<file path="config.mk">
export PLATFORM = sky130hd
export DESIGN_NAME = patch_message_tx_flat
export DESIGN_NICKNAME = d
export VERILOG_FILES = /design/src/rtl/patch_message_tx_if.sv /design/src/rtl/patch_message_tx.sv /design/src/flat_wrapper.sv
export SDC_FILE = /design/constraint.sdc
export NUM_CORES = 1
export LEC_CHECK = 0
export BUFFER_PORTS_ARGS = -buffer_cell sky130_fd_sc_hd__buf_2
export CORE_UTILIZATION = 30
export DETAILED_ROUTE_END_ITERATION = 6
export HOLD_SLACK_MARGIN = 0.08
export PLACE_DENSITY = 0.44
export SLEW_MARGIN = 20
export SYNTH_ARGS = -nofsm -noshare
export SYNTH_HDL_FRONTEND = slang
export SYNTH_SLANG_ARGS = --single-unit
</file>
<file path="constraint.sdc">
create_clock -name clk -period 4.15 [get_ports clk]
set_input_delay 0.83 -clock clk [delete_from_list [all_inputs] [get_ports clk]]
set_output_delay 0.83 -clock clk [all_outputs]
set_load 0.02 [all_outputs]
</file>
<file path="src/rtl/patch_message_tx_if.sv">
// Signal bundle between patch_message_tx, the colour sensor stage and the UART transmitter.
// The slave modport is the patch_message_tx side; the master modport is the environment side.
`timescale 1ns/1ps

interface patch_message_tx_if;
  logic [2:0] color;
  logic       valid;
  logic       measure;
  logic [4:0] node_id;
  logic [7:0] tx_data;
  logic       tx_start;
  logic       tx_busy;
  logic [7:0] patch_count;
  logic       msg_done;
  logic       overflow;

  modport master (
    output color, valid, node_id, tx_busy,
    input  measure, tx_data, tx_start, patch_count, msg_done, overflow
  );

  modport slave (
    input  color, valid, node_id, tx_busy,
    output measure, tx_data, tx_start, patch_count, msg_done, overflow
  );
endinterface

</file>
<file path="src/rtl/patch_message_tx.sv">
// Confirms colour patches from the sensor stage and emits one 9-byte ASCII message
// ("PD-nn-C-#") per new patch to the UART, with a one-entry pending buffer in between.
`timescale 1ns/1ps

module patch_message_tx #(
  parameter int unsigned CONFIRM       = 3,
  parameter int unsigned WHITE_CONFIRM = 2
) (
  input  logic                 clk,
  input  logic                 rst_n,
  patch_message_tx_if.slave    bus
);

  typedef enum logic [1:0] {S_REQ, S_ACK, S_LOW} sense_state_t;
  typedef enum logic [1:0] {T_IDLE, T_SEND, T_GAP, T_WAIT} tx_state_t;

  localparam logic [3:0] CONFIRM_RUN = 4'(CONFIRM);
  localparam logic [3:0] WHITE_RUN   = 4'(WHITE_CONFIRM);
  localparam logic [3:0] LAST_IDX    = 4'd8;

  sense_state_t s_state, s_next;
  tx_state_t    t_state, t_next;

  logic       capture;
  logic [1:0] code;
  logic [1:0] last;
  logic [3:0] run, run_next;
  logic       armed;
  logic       patch_event;

  logic       pend_full;
  logic [1:0] pend_color;
  logic [4:0] pend_node;
  logic       load;

  logic [1:0] msg_color;
  logic [4:0] msg_node;
  logic [3:0] idx;
  logic [4:0] tens, ones;
  logic [7:0] letter;
  logic [7:0] cur_byte;

  // ---------------- sensor handshake ----------------
  // NOTE: state registers use non-blocking assignments so every flop samples pre-edge values.
  always_ff @(posedge clk) begin
    if (!rst_n) s_state <= S_REQ;
    else        s_state <= s_next;
  end

  // NOTE: every output of a combinational block gets a default first, so no latch is inferred.
  always_comb begin
    s_next      = s_state;
    bus.measure = 1'b0;
    case (s_state)
      S_REQ:   if (bus.valid) s_next = S_ACK;
      S_ACK: begin
        bus.measure = 1'b1;
        s_next      = S_LOW;
      end
      S_LOW:   if (!bus.valid) s_next = S_REQ;
      default: s_next = S_REQ;
    endcase
  end

  // Codes 100..111 collapse onto white before any comparison.
  assign capture = (s_state == S_REQ) && bus.valid;
  assign code    = bus.color[2] ? 2'd0 : bus.color[1:0];

  always_comb begin
    if (code == last) run_next = (run == 4'd15) ? 4'd15 : run + 4'd1;
    else              run_next = 4'd1;
  end

  assign patch_event = capture && (code != 2'd0) && armed && (run_next == CONFIRM_RUN);

  always_ff @(posedge clk) begin
    if (!rst_n) begin
      armed <= 1'b1;
      last  <= 2'd0;
      run   <= 4'd0;
    end else if (capture) begin
      last <= code;
      run  <= run_next;
      if (patch_event)                                 armed <= 1'b0;
      else if ((code == 2'd0) && (run_next == WHITE_RUN)) armed <= 1'b1;
    end
  end

  // ---------------- pending slot and counters ----------------
  // A slot being emptied by the TX side this cycle can take a new event in the same cycle.
  assign load = (t_state == T_IDLE) && pend_full;

  always_ff @(posedge clk) begin
    if (!rst_n) begin
      pend_full       <= 1'b0;
      pend_color      <= 2'd0;
      pend_node       <= 5'd0;
      bus.patch_count <= 8'd0;
      bus.overflow    <= 1'b0;
    end else if (patch_event) begin
      if (!pend_full || load) begin
        pend_full       <= 1'b1;
        pend_color      <= code;
        pend_node       <= bus.node_id;
        bus.patch_count <= bus.patch_count + 8'd1;
      end else begin
        bus.overflow <= 1'b1;
      end
    end else if (load) begin
      pend_full <= 1'b0;
    end
  end

  // ---------------- message transmitter ----------------
  always_ff @(posedge clk) begin
    if (!rst_n) t_state <= T_IDLE;
    else        t_state <= t_next;
  end

  always_ff @(posedge clk) begin
    if (!rst_n) begin
      msg_color <= 2'd0;
      msg_node  <= 5'd0;
      idx       <= 4'd0;
    end else if (load) begin
      msg_color <= pend_color;
      msg_node  <= pend_node;
      idx       <= 4'd0;
    end else if ((t_state == T_WAIT) && !bus.tx_busy && (idx != LAST_IDX)) begin
      idx <= idx + 4'd1;
    end
  end

  // Node is at most 31, so the constant divide reduces to a tiny comparator chain.
  assign tens = msg_node / 5'd10;
  assign ones = msg_node % 5'd10;

  always_comb begin
    case (msg_color)
      2'd1:    letter = 8'h52;
      2'd2:    letter = 8'h47;
      2'd3:    letter = 8'h42;
      default: letter = 8'h3F;
    endcase
  end

  always_comb begin
    case (idx)
      4'd0:    cur_byte = 8'h50;
      4'd1:    cur_byte = 8'h44;
      4'd2:    cur_byte = 8'h2D;
      4'd3:    cur_byte = 8'h30 + {3'b000, tens};
      4'd4:    cur_byte = 8'h30 + {3'b000, ones};
      4'd5:    cur_byte = 8'h2D;
      4'd6:    cur_byte = letter;
      4'd7:    cur_byte = 8'h2D;
      4'd8:    cur_byte = 8'h23;
      default: cur_byte = 8'h00;
    endcase
  end

  // T_GAP covers the cycle before the UART raises tx_busy for the byte just launched.
  always_comb begin
    t_next       = t_state;
    bus.tx_start = 1'b0;
    bus.tx_data  = 8'h00;
    bus.msg_done = 1'b0;
    case (t_state)
      T_IDLE: if (pend_full) t_next = T_SEND;
      T_SEND: begin
        bus.tx_data = cur_byte;
        if (!bus.tx_busy) begin
          bus.tx_start = 1'b1;
          t_next       = T_GAP;
        end
      end
      T_GAP:  t_next = T_WAIT;
      T_WAIT: begin
        if (!bus.tx_busy) begin
          if (idx == LAST_IDX) begin
            bus.msg_done = 1'b1;
            t_next       = T_IDLE;
          end else begin
            t_next = T_SEND;
          end
        end
      end
      default: t_next = T_IDLE;
    endcase
  end

endmodule

</file>
<file path="src/flat_wrapper.sv">
// flat-port wrapper written by rule: the top's interface ports become plain ports
module patch_message_tx_flat 
#(
  parameter int unsigned CONFIRM       = 3,
  parameter int unsigned WHITE_CONFIRM = 2
)
  (clk, rst_n, bus_color, bus_valid, bus_node_id, bus_tx_busy, bus_measure, bus_tx_data, bus_tx_start, bus_patch_count, bus_msg_done, bus_overflow);
  patch_message_tx_if bus_i ();
  input  logic clk;
  input  logic rst_n;
  input wire logic [$bits(bus_i.color)-1:0] bus_color;
  input wire logic [$bits(bus_i.valid)-1:0] bus_valid;
  input wire logic [$bits(bus_i.node_id)-1:0] bus_node_id;
  input wire logic [$bits(bus_i.tx_busy)-1:0] bus_tx_busy;
  output wire logic [$bits(bus_i.measure)-1:0] bus_measure;
  output wire logic [$bits(bus_i.tx_data)-1:0] bus_tx_data;
  output wire logic [$bits(bus_i.tx_start)-1:0] bus_tx_start;
  output wire logic [$bits(bus_i.patch_count)-1:0] bus_patch_count;
  output wire logic [$bits(bus_i.msg_done)-1:0] bus_msg_done;
  output wire logic [$bits(bus_i.overflow)-1:0] bus_overflow;
  assign bus_i.color = bus_color;
  assign bus_i.valid = bus_valid;
  assign bus_i.node_id = bus_node_id;
  assign bus_i.tx_busy = bus_tx_busy;
  assign bus_measure = bus_i.measure;
  assign bus_tx_data = bus_i.tx_data;
  assign bus_tx_start = bus_i.tx_start;
  assign bus_patch_count = bus_i.patch_count;
  assign bus_msg_done = bus_i.msg_done;
  assign bus_overflow = bus_i.overflow;
  patch_message_tx #(.CONFIRM(CONFIRM), .WHITE_CONFIRM(WHITE_CONFIRM)) u_core (.clk(clk), .rst_n(rst_n), .bus(bus_i));
endmodule
</file>
# ---- Word level (Yosys, flattened, before mapping)
# Cells that the tools add are included.
# Widths: inputs -> output; s select.
dict set report classes {
  add_sub_neg 5
  mul 0
  n_div 2
  n_lt_le_gt_ge 0
  n_eq_ne 27
  shift 0
  n_mux 25
  bitwise_logic 2
  reduce_logical 26
}
# op n
set op_table {}
lappend op_table {{$pmux 8 s7} 1}
lappend op_table {{$pmux 7 s3} 1}
lappend op_table {{$eq 4x2->1 const B} 4}
lappend op_table {{$eq 4x3->1 const B} 4}
lappend op_table {{$add 6x5->7 const A} 2}
lappend op_table {{$mux 1} 12}
lappend op_table {{$mux 2} 6}
lappend op_table {{$eq 2x2->1 const B} 5}
lappend op_table {{$ne 2x2->1 const B} 5}
lappend op_table {{$reduce_and 2->1} 5}
lappend op_table {{$add 4x1->4 const B} 2}
lappend op_table {{$add 8x1->8 const B} 1}
lappend op_table {{$eq 4x4->1 const B} 2}
lappend op_table {{$logic_and 1x1->1} 8}
lappend op_table {{$mux 4} 2}
lappend op_table {{$mux 8} 1}
lappend op_table {{$pmux 2 s4} 1}
lappend op_table {{$eq 2x1->1 const B} 3}
lappend op_table {{$logic_not 2->1} 3}
lappend op_table {{$pmux 2 s3} 1}
lappend op_table {{$reduce_bool 2->1} 3}
lappend op_table {{$div 5x4->5 const B} 1}
lappend op_table {{$mod 5x4->5 const B} 1}
lappend op_table {{$eq 4x1->1 const B} 1}
lappend op_table {{10 further kinds} 12}
dict set report word_totals {
  register_bits 39
  latchBits 0
  ramBits 0
  rom_bits 0
  inputBits 12
  out_inout_bits 20
  wordCells 100
  mem_count 0
}

# ---- Longest topological paths before layout
dict set report logic_depth {
  depth_word 7
  ltp_mapped 8
  depth_no_buf 7
}

# ---- Least setup slack after synthesis
# No wires, ideal clock.
dict set report synth_timing {
  kind {reg-to-output}
  from {register u_core.idx[1]}
  to {output port bus_tx_data[0]}
  t_arrival_ns 1.959
  t_required_ns 3.320
  path_slack_ns 1.361
  stages_incl_launch_ff 7
  n_path_buf 1
  cell_sequence {dfxtp_1 ha_1 clkbuf_1 or2_2 nor3_1 or3_1 o32ai_1}
}
dict set report synth_between {
  elab_chain_cells 4
  elab_cells_between_ends 12
  classes_between {8 x eq/ne; 2 x mux; 2 x reduce/logical}
}
# item line_no
set synth_rtl {}
lappend synth_rtl {{start, declared} patch_message_tx.sv:38} ;# logic [3:0] idx;
lappend synth_rtl {{start signal, assigned} patch_message_tx.sv:130} ;# idx <= idx + 4'd1;
lappend synth_rtl {{$eq 4x2->1 / $eq 4x3->1 (equally long branches)} patch_message_tx.sv:148} ;# case (idx)
lappend synth_rtl {{$reduce_or 3->1 (no line)} --}
lappend synth_rtl {{$pmux 8 s7 *} patch_message_tx.sv:148}
lappend synth_rtl {{$mux 8 *} patch_message_tx.sv:168} ;# case (t_state)
lappend synth_rtl {{end, declared} flat_wrapper.sv:16} ;# output wire logic [$bits(bus_i.tx_data)-1:0] bus_tx_data;
# Every way passes the cells marked *; elsewhere a longest branch is shown, timed or not.

# ---- Final worst setup path
dict set report layout_timing {
  from {register u_core.idx[0]}
  to {output port bus_tx_data[0]}
}
# Same word-level chain as after synthesis.

==> run metrics <==
Avg Cell Area, Syn 8.169 um2; Final min period 2.968 ns; crit-path cells inv_1 > ha_1 > nor3_1 > or3_1 > o32ai_1 > buf_2; max incr delay on CP 0.40 ns; CP arrival 2.14 ns; I/O Pins 32; top cells by count, synth 39 x dfxtp_1, 34 x nand2_1, 17 x nand3_1, 17 x nor2b_1; DIE WIDTH 89.01 um; clock sinks 39; largest fanout on the critical path 10; leading post-synthesis cells by cell area dfxtp_1 34%, mux2i_1 6.6%, nand2_1 5.6%; Netlist cell types 49; Worst Skew 0.002410 ns; dpl cell area 2484 um2; starting density of the core 31.14%; Area Overhead vs Synth 14.55%; Setup crit start kind register; worst-margin pin slew 0.7692 ns; EDFF count, synth 0; DPL Wire Length 3436 um; drt drc 0; max-cap violations 0; Bufs and invs on worst path 2; placed cell count 393; required time of the critical path 3.32 ns; CP endpoint kind output port; share of the synthesized area in the top cell type 34.38%; Peak VDD IR 0.1745 mV; yosys warns 0; Routed WL 4854 um; Final Hold Vio Count 0; slowest CP cell or3_1; cell taking the most area after synthesis dfxtp_1; Die ar. 7922 um2; first-pass GRT wire length 8038 um; Final Non-Filler Cells 401; HP Class reg -> reg; Crit path max-delay family simple AND/OR/NAND/NOR gates; vias in the first global route 1685; Core Util, Final 35.67%; max-slew violation count 0; layout cells sized above 1 15.23%; clk slew on worst S/H paths 0.08 ns; Max Buffers Root-to-Sink 2; Initial DRC Count 62; Post-synth ARST share 0%; core footprint 7292 um2; count leader, synth dfxtp_1; IO buf count 30; RSZ-0062 raised after global routing no; DRT Pass-1 Iters 6; clk root buf clkbuf_8; CTS buffer count 5; Tcrit/Tclk final 71.51%; Post-synth top flop dfxtp_1; wire per inst 12.10 um; Cell Area, Synth 2271 um2; GRT Util Overall 12.97%; Synth Net Count 299; Setup-failing EPs final 0; H-tree lvl count 2; FF+latch count, synth 39; CTS resizes 0; design area 2601 um2; CTS tree built; synthesized instance count 278; Routed Antenna Nets 0; sequential area share after synthesis 34.38%; CTS Hold Bufs 0; total power 0.8786 mW; Power Density 337.8 nW/um2; n_diodes 0; vias per std cell 4.848; post-route setup TNS 0 ns; max_slew headroom 48.61%; status finished, final reports clean; P_leak 1.038 nW; fmax 336.9 MHz; nets 322; post-CTS setup buffer count 0; chip height 89.01 um; via count 1944; worst setup path class reg -> out; clk_lat worst skew 0.29 ns; Final Wtd Congestion 0.7628; initial antenna violation count 0; fillcell total 803; row cnt 31; grt total ovfl 0; largest net degree at the start of global routing 43
## final cells by class
type                       count  area (um2)  area share (%)
timing repair buffer          31       157.7           6.061
sequential                    39       780.7           30.01
inverter                      10       37.54           1.443
multi-input combinational    214        1384           53.20
clock buffer                   6       82.58           3.175
clock inverter                 2       35.03           1.347
tap                           99       123.9           4.762
## state kept, by name, summed over array words and instances, names as in the netlist, 4 cells and up
| signal | cells |
|---|---|
| u_core.bus.patch_count | 8 |
| u_core.run | 4 |
| u_core.pend_node | 5 |
| u_core.idx | 4 |
| u_core.msg_node | 5 |
## power by group
group / switching [mW] / internal [mW] / total, mW
combinational: 0.0950 / 0.0557 / 0.151
clock: 0.138 / 0.195 / 0.332
sequential: 0.0112 / 0.384 / 0.396
## path summary, 6_finish.rpt
path | endpoint | start | cells past startpoint | slack (ns)
max | bus_tx_data[0] | u_core.idx[0] | 6 | 1.18
min | u_core.bus.overflow | u_core.bus.overflow | 1 | 0.47
max reg2reg | u_core.bus.patch_count[3] | u_core.t_state[1] | 8 | 1.92
min reg2reg | u_core.bus.overflow | u_core.bus.overflow | 1 | 0.47
## layer usage
metal	GRT usage (%)	vias to the layer above	part of all wire, %
li1	-	1021	-
met1	17.04	890	50
met2	21.19	29	46
met3	2.770	4	3.1
met4	4.329	0	1.1
met5	0	-	0
## through the flow
step | worst slack (ns) | hold WS, ns
after floorplan | 1.361 | 0.4437
after global placement | 1.477 | 0.4575
after detailed placement | 1.456 | 0.4628
after CTS | 1.167 | 0.4838
after global routing | 1.007 | 0.4988
final | 1.182 | 0.4744
## worst reg2reg max path: stages, from the launching register on
cell and delay, ns:
dfxtp_1 0.34, inv_1 0.08, ha_1 0.39, nand2b_1 0.21
o2111ai_1 0.17, a2111oi_4 0.35, buf_4 0.30, nand4_1 0.15
mux2i_1 0.13
## cells by family after synthesis
family	Yosys count	share of synthesized area (%)
and+or+nand+nor	120	27.60
adders and majority gates	9	4.959
buffers and inverters	25	4.683
DFF	39	34.38
muxes	16	7.107
other	1	0.1651
AOI/OAI and AO/OA	64	19.56
xor gates and xnor gates	4	1.543
## cell usage in the layout, fill, tap and decap left out, drive strengths merged, types with 3 or more instances in the layout
| cell type | netlist | layout |
|---|---|---|
| a21boi | 10 | 10 |
| a21oi | 15 | 15 |
| a22o | 3 | 3 |
| and2 | 4 | 4 |
| and3 | 6 | 6 |
| buf | 2 | 31 |
| clkbuf | 13 | 6 |
| dfxtp | 39 | 39 |
| ha | 9 | 9 |
| inv | 10 | 10 |
| mux2i | 15 | 15 |
| nand2 | 34 | 34 |
| nand2b | 11 | 11 |
| nand3 | 17 | 17 |
| nand4 | 4 | 4 |
| nor2 | 14 | 14 |
| nor2b | 17 | 17 |
| o21a | 3 | 3 |
| o21ai | 13 | 13 |
| or3 | 3 | 3 |
| xnor2 | 3 | 3 |
No activity file was read; power rests on OpenSTA's default activity.
